===== src/rtl/tt_settle_timer.sv =====
// 4-bit load/decrement timer; expired_o is high while the count sits at zero.
module tt_settle_timer (
    input  logic       clk,
    input  logic       rst_n,
    input  logic       load_i,
    input  logic [3:0] load_val_i,
    input  logic       dec_i,
    output logic       expired_o
);

    logic [3:0] count_q;
    logic [3:0] count_d;

    // Next count: load wins over decrement, and the counter parks at zero.
    always_comb begin
        count_d = count_q;
        if (load_i) begin
            count_d = load_val_i;
        end else if (dec_i && (count_q != 4'd0)) begin
            count_d = count_q - 4'd1;
        end else begin
            count_d = count_q;
        end
    end

    // Count register.
    always_ff @(posedge clk or negedge rst_n) begin
        if (!rst_n) begin
            count_q <= 4'd0;
        end else begin
            count_q <= count_d;
        end
    end

    assign expired_o = (count_q == 4'd0);

endmodule


===== config.mk =====
export PLATFORM = sky130hd
export DESIGN_NAME = tt_settle_timer
export DESIGN_NICKNAME = d
export VERILOG_FILES = /design/src/rtl/tt_settle_timer.sv
export SDC_FILE = /design/constraint.sdc
export NUM_CORES = 1
export LEC_CHECK = 0
export CAP_MARGIN = 40
export CELL_PAD_IN_SITES_DETAIL_PLACEMENT = 1
export CELL_PAD_IN_SITES_GLOBAL_PLACEMENT = 2
export CORE_AREA = 2 2 39 41
export DETAILED_ROUTE_END_ITERATION = 10
export DIE_AREA = 0 0 41 43
export GPL_ROUTABILITY_DRIVEN = 1
export PLACE_DENSITY_LB_ADDON = 0.1
export SYNTH_ARGS = -nofsm -noshare
export SYNTH_HDL_FRONTEND = slang
export SYNTH_SLANG_ARGS = --single-unit

===== constraint.sdc =====
create_clock -name clk -period 3.12 [get_ports clk]
set_clock_uncertainty 0.1 [all_clocks]
set_input_delay 0.624 -clock clk [delete_from_list [all_inputs] [get_ports clk]]
set_output_delay 0.624 -clock clk [all_outputs]
set_load 0.02 [all_outputs]

# Word-level counts from Yosys, hierarchy flattened

Index checks and enable logic that the tools add are counted.

Word-level logic and storage cells: 8
Register bits after elaboration: 4

Reduce and logical (&&, ||, !) cells: 4
Mux-type cells: 2
Add/sub/neg operators: 1

Operator list:

| operator                                          | count |
|---|---|
| two-way mux 4 bit                                 | 2 |
| logical NOT 4 bit                                 | 1 |
| nonzero test 4 bit                                | 1 |
| subtractor 4 x 1 -> 4 bit (second input constant) | 1 |
| nonzero test 2 bit                                | 1 |
| logical AND 1 bit                                 | 1 |

# Longest topological paths before layout

Gate-level depths: netlist of the first run.

Depth in word-level cells: 4
Depth in mapped cells: 5

# Worst setup path before layout of the first run

No wires, ideal clock.

Kind: reg-to-output
From: register count_q[0]
To: output expired_o
Arrival time: 1057 ps
Cell stages (with the launch flop): 4
Path buffers: 0
Setup slack: 1339 ps
Required time: 2396 ps
Cells stage by stage: dfrtp_1 inv_1 ha_1 nor3b_2

Longest elaborated chain between the ends: 1

Ends and longest elaborated chain:

| item                     | line | source |
|---|---|---|
| start: declaration       | 11   | `logic [3:0] count_q;` |
| start signal: assignment | 31   | `count_q <= count_d;` |
| logical NOT 4 bit        | 35   | `assign expired_o = (count_q == 4'd0);` |
| end: declaration         | 8    | `output logic expired_o` |

No other way between the ends.

# Final worst setup path of the first run

Same ends and word-level chain as after synthesis.

==> results of run 1 <==
where the power goes:
part	total [mW]	switching [mW]	internal, mW	leakage [nW]
clock	0.0625	0.0196	0.0429	0.0138
sequential	0.0661	0.00755	0.0586	0.0480
combinational	0.0404	0.0171	0.0232	0.0971
layout make-up:
class	instances	area share, %
multi-input cells	19	38.7
flip-flops and latches	4	26.2
well taps	16	5.25
repair buffers	8	21.0
inverters	3	2.95
clock buffers	3	5.90
kinds of logic (layout without fill, tap and decap cells):
group / count (synthesis) / count (layout) / share of synthesized area, %
simple gates: 11 / 11 / 30.1
compound gates: 7 / 7 / 19.9
flops: 4 / 4 / 37.0
buf+inv: 4 / 14 / 8.33
fa+ha+maj: 1 / 1 / 4.63
metrics by stage:
step	hold WS [ns]	worst slack (ns)	util (%)	area, sq um
floorplan	0.228	1.34	-	270
global placement	0.539	0.752	25.9	359
detailed placement	0.534	0.741	25.9	359
CTS	0.489	0.491	27.6	382
global route	0.493	0.418	27.6	382
finish	0.490	0.527	27.6	382
path summary, 6_finish.rpt:
kind	start	to	slack (ns)	cells past startpoint
setup reg to reg	count_q[0]	count_q[1]	1.52	5
min in group clk	count_q[1]	count_q[1]	0.53	2
setup / recovery	count_q[0]	expired_o	0.53	4
max in group asynchronous	rst_n	count_q[3]	2.27	1
hold / removal	rst_n	count_q[2]	0.49	1
hold reg to reg	count_q[1]	count_q[1]	0.53	2
synthesized netlist by cell type (all sizes together):
cell / n / area share [%]
ha: 1 / 4.6
o21a: 1 / 2.8
dfrtp: 4 / 37
a221o: 1 / 3.7
a21oi: 1 / 1.9
nor3: 2 / 3.7
or2b: 1 / 2.8
and4b: 1 / 3.7
or4: 1 / 2.8
nor3b: 2 / 7.4
buf: 1 / 4.2
inv: 3 / 4.2
nand2: 3 / 4.2
o211ai: 1 / 4.6
o21ai: 2 / 3.7
nor4b: 1 / 5.6
o31a: 1 / 3.2
layer usage:
layer | up-vias | track usage [%] | share of wire [%]
met2 | 6 | 12.8 | 52
li1 | 121 | - | -
met1 | 117 | 10.1 | 42
met3 | 0 | 3.66 | 6.1
met4 | 0 | 6.00 | 0
met5 | - | 0 | 0
==> parameters.txt, run 1 <==
Parameter                              Value

Timing
  Final period utilization ... between 80% and 90%
  Unrepaired setup endpoints after global routing ... no
  Accumulated negative setup slack ... 0 ns
  Worst relative slew slack ... approximately 76%
  Max-slew violations ... 0
  Number of setup violations in the final report ... 0
  Minimum clock period ... ~2.6 ns
  Count of endpoints failing hold in the final timing report ... 0
  Maximum achievable frequency ... around 390 MHz
  Slew @ Worst Pin ... 0.356 ns

Global route
  First-pass GRT wire length ... a little over 1000 microns
  Overall routing resource usage ... 8.87%
  Via count of the first global-routing pass ... ~260
  Overflow left after global routing ... 0
  Largest net degree at the start of global routing ... 11
  Initial antenna violation count ... 0

Final layout
  Top flop regs ... count_q (4)
  Commonest non-fill, non-tap cell in the layout ... sky130_fd_sc_hd__clkdlybuf4s50_1
  Max reg flops ... 4
  Non-filler cells in the finished layout ... 53
  Area Overhead vs Synth ... 41.2%
  Antenna cells ... 0
  Sequential cell area in the final layout ... ~100 sq um
  Net count of the finished layout ... between 40 and 50
  Multi-input logic area ... approximately 150 sq um
  Leading cell types in the layout, fill and taps excluded ... sky130_fd_sc_hd__clkdlybuf4s50_1, sky130_fd_sc_hd__dfrtp_1, sky130_fd_sc_hd__inv_1, sky130_fd_sc_hd__nand2_1, sky130_fd_sc_hd__clkbuf_4
  Register containing the most flip-flops in the final layout ... count_q
  Final-layout fill cell count ... between 150 and 200
  Fraction of layout instances using a drive strength above 1 ... between 15 and 20%

Die
  Row Count ... 14
  Die boundary width ... around 41 microns
  Total Die Area ... around 0.0018 sq mm
  I/O Pins ... 9
  Starting density of the core ... roughly a fifth
  Floorplan core area ... 0.00138 sq mm
  Height of the chip ... approximately 43 microns

Setup path
  Critical path, cell by cell ... inv_1 > ha_1 > nor3b_2 > clkdlybuf4s50_1
  Highest cell delay on the worst timing path ... between 0.6 and 0.7 ns
  Delay-heaviest family, CP ... buffers and inverters
  Worst Setup Start Kind ... register
  Type of the worst setup path ... register to primary output
  Required @ worst endpoint ... between 2 and 2.5 ns
  Maximum fanout along the worst path ... 5
  Cell type of the slowest stage on the worst timing path ... sky130_fd_sc_hd__clkdlybuf4s50_1
  Buf/Inv on CP ... 2
  Category of the worst setup path capture point ... primary output
  Arrival @ worst endpoint ... approximately 1.9 ns

Clock network
  Buffers inserted during post-CTS setup optimization ... 0
  Hold buffers post-CTS ... 0
  CTS Root Buffer Type ... sky130_fd_sc_hd__clkbuf_4
  TritonCTS clock tree ... built
  Number of levels in the clock H-tree ... 1
  CTS Buf Count ... 3
  Longest Clk Path Bufs ... 2
  Clk Latency, worst-skew pair ... ~0.23 ns
  Sinks on the clock net ... 4
  Clock slew at the register clock pins of the worst setup and hold paths ... 0.04 ns
  # resized after CTS ... 0

Detailed routing
  Number of violations reported at the end of detailed-routing iteration 0 ... 2
  Wire length after detailed routing ... roughly 600 microns
  DRC violations left ... 0
  DR pass1 iterations ... 2
  Wirelength per Cell ... between 10 and 15 microns
  Antenna violation net count after detailed routing ... 0
  Number of vias per cell ... about 4.6
  Vias ... approximately 240

Synthesis
  Synthesized area per cell ... around 10 sq um
  Number of different library cells in the post-synthesis netlist ... 18
  Sequential cell area fraction in the yosys report ... between 30 and 40%
  Cells after synthesis ... 27
  Seq cells post-synth ... 4
  Syn Nets ... 36
  Netlist area before placement ... 270 sq um
  Count of warnings emitted by yosys ... 0

Place
  Port Buffers ... 8
  Placed instance count ... 50
  Last weighted congestion value of the routability-driven placer ... ~0.60

Pwr
  Worst IR drop on VDD ... around 0.13 mV
  P_leak ... 0.159 nW
  Overall power ... 0.169 mW
  Pwr/cell area ... 443 mW/mm^2

Status
  Status ... finished clean

Run
  Number of maximum-capacitance violations ... 0

Min path
  Worst hold-check path type ... input port to async pin
(Power assumes the default switching activity.)
==> run 2, diff against run 1 <==
==> constraint.sdc (replaced) <==
create_clock -name clk -period 2.3 [get_ports clk]
set_clock_uncertainty 0.1 [all_clocks]
set_input_delay 0.46 -clock clk [delete_from_list [all_inputs] [get_ports clk]]
set_output_delay 0.46 -clock clk [all_outputs]
set_load 0.02 [all_outputs]
==> run 2 against run 1 <==
Sequential power is 36% higher. Non-clock buffer count is the same. Flip-flop and latch count unchanged. Global-route usage is 1.5 points higher. Via count shrank 1.2%. Setup slack got worse by 0.38 ns. Register-to-register slack worse by 0.82 ns. Clock power increased by 44%. Cell area decreased by 0.33%. Worst hold slack worse by 0.17 ns. Utilization is 0.090 points lower. Combinational power rose by 34%.
==> parameters.txt, run 2 (synthesis gave the netlist of run 1 again) <==
Parameter                              Value

Final layout
  Commonest non-fill, non-tap cell in the layout ... sky130_fd_sc_hd__clkdlybuf4s50_1
  Fraction of layout instances using a drive strength above 1 ... approximately 16%
  Total non-filler cell area in the finished layout ... ~380 sq um
  Max reg flops ... 4
  Net count of the finished layout ... 48
  Final-layout fill cell count ... 166
  Area Overhead vs Synth ... 40.7%
  Register containing the most flip-flops in the final layout ... count_q
  Non-filler cells in the finished layout ... 53
  Leading cell types in the layout, fill and taps excluded ... sky130_fd_sc_hd__clkdlybuf4s50_1, sky130_fd_sc_hd__dfrtp_1, sky130_fd_sc_hd__inv_1, sky130_fd_sc_hd__nand2_1, sky130_fd_sc_hd__clkbuf_4
  Antenna cells ... 0
  Top flop regs ... count_q (4)
  Final standard cell utilization of the core ... a little over a quarter

Setup path
  Category of the worst setup path capture point ... primary output
  Reg2Reg Depth ... 5
  Maximum fanout along the worst path ... 5
  Worst Setup Start Kind ... register
  Type of the worst setup path ... register to primary output
  Reg-to-Reg End ... count_q[1]
  Critical path, cell by cell ... inv_1 > ha_1 > nor3b_2 > dlygate4sd2_1
  Arrival @ worst endpoint ... 1.60 ns
  Reg2reg setup slack ... about 0.70 ns
  Required @ worst endpoint ... about 1.7 ns
  Cell type of the slowest stage on the worst timing path ... sky130_fd_sc_hd__dfrtp_1
  Highest cell delay on the worst timing path ... around 0.41 ns
  Launch point of the worst reg-to-reg path ... count_q[0]

Die
  Starting density of the core ... between 15 and 20%
  Total Die Area ... ~0.0018 sq mm
  Height of the chip ... approximately 43 microns
  Row Count ... 14
  Die boundary width ... 41 microns
  Floorplan core area ... around 0.0014 sq mm
  I/O Pins ... 9

Pwr
  Worst IR drop on VDD ... roughly 0.23 mV
  Pwr/cell area ... between 600 and 700 mW/mm^2
  P_leak ... between 0.15 and 0.2 nW

Timing
  Final period utilization ... between 90% and 100%
  Count of endpoints failing hold in the final timing report ... 0
  Unrepaired setup endpoints after global routing ... no
  Worst relative slew slack ... 77.3%
  Maximum achievable frequency ... 464 MHz
  Max-slew violations ... 0
  Worst hold margin ... between 0.3 and 0.4 ns
  Accumulated negative setup slack ... 0 ns
  Slew @ Worst Pin ... 0.340 ns
  Number of setup violations in the final report ... 0
  Minimum clock period ... between 2 and 2.5 ns

Clock network
  TritonCTS clock tree ... built
  CTS Root Buffer Type ... sky130_fd_sc_hd__clkbuf_4
  Hold buffers post-CTS ... 0
  Number of levels in the clock H-tree ... 1
  Clk Latency, worst-skew pair ... between 0.2 and 0.25 ns
  Longest Clk Path Bufs ... 2
  CTS Buf Count ... 3
  Sinks on the clock net ... 4
  Buffers inserted during post-CTS setup optimization ... 0
  Clock slew at the register clock pins of the worst setup and hold paths ... about 0.04 ns

Global route
  First-pass GRT wire length ... roughly 1200 microns
  Initial antenna violation count ... 0
  Via count of the first global-routing pass ... between 200 and 300
  Largest net degree at the start of global routing ... 11
  Overflow left after global routing ... 0
  Overall routing resource usage ... about a tenth

Detailed routing
  Number of vias per cell ... between 4 and 5
  Wire length after detailed routing ... 627 microns
  Wirelength per Cell ... between 10 and 15 microns
  Antenna violation net count after detailed routing ... 0
  DRC violations left ... 0
  Vias ... between 200 and 250
  DR pass1 iterations ... 2
  Number of violations reported at the end of detailed-routing iteration 0 ... 3

Min path
  Worst hold-check path type ... input port to async pin

Status
  Status ... finished clean

Place
  Half-perimeter wire length after detailed placement ... just over 500 microns
  Last weighted congestion value of the routability-driven placer ... roughly 0.63
  Port Buffers ... 8
  Placed instance count ... 50
  Placed Instance Area ... 359 sq um

Run
  Number of maximum-capacitance violations ... 0
run 2: cell count changes in the layout (fill, tap and decap cells not counted):
| cell | previous run | this run |
|---|---|---|
| sky130_fd_sc_hd__clkdlybuf4s50_1 | 8 | 7 |
| sky130_fd_sc_hd__dlygate4sd2_1 | 0 | 1 |
run 2: area by class of cell:
class | count | area, sq um | area share [%]
Timing Repair Buffer | 8 | 78.8 | 20.7
Tap cell | 16 | 20.0 | 5.26
Sequential cell | 4 | 100 | 26.3
Multi-Input combinational cell | 19 | 148 | 38.8
Inverter | 3 | 11.3 | 2.96
Clock buffer | 3 | 22.5 | 5.92
run 2: routing by layer:
metal | global-route usage, % | vias to the layer above | share of wire (%)
met5 | 0 | - | 0
met4 | 2.00 | 0 | 0
met3 | 9.42 | 0 | 10
met2 | 14.1 | 9 | 49
met1 | 12.0 | 113 | 41
li1 | - | 119 | -
run 2: worst max-delay path by stage:
stage	from	cells after the start	slack (ns)	to
floorplan	count_q[0]	3	0.68	expired_o
global placement	count_q[0]	4	0.14	expired_o
CTS	count_q[0]	4	0.12	expired_o
global route	count_q[0]	4	0.003	expired_o
detailed placement	count_q[0]	4	0.09	expired_o
finish	count_q[0]	4	0.14	expired_o
run 2: what timing repair did:
item | CTS | global route
setup endpoints to repair | 1 | 0
resized for setup | 1 | 0
hold endpoints to repair | 0 | 0
run 2: per-stage QoR:
step	power, mW	worst slack [ns]
after global placement	0.147	0.144
after detailed placement	0.148	0.0850
after global routing	0.252	0.00343
final	0.234	0.143
after floorplan	0.123	0.683
after CTS	0.240	0.123
run 2: worst max-delay path: cells and delay by family (launching register included):
family / cells / cell delay [ns]
buffers and inverters: 2 / 0.46
adders and majority gates: 1 / 0.19
and+or+nand+nor: 1 / 0.30
DFF: 1 / 0.41
run 2: report_power, final:
group | switching [mW] | leakage [nW] | internal, mW
Clock | 0.0313 | 0.0138 | 0.0585
Combinational | 0.0238 | 0.101 | 0.0303
Sequential | 0.0105 | 0.0480 | 0.0795
Total | 0.0656 | 0.163 | 0.168
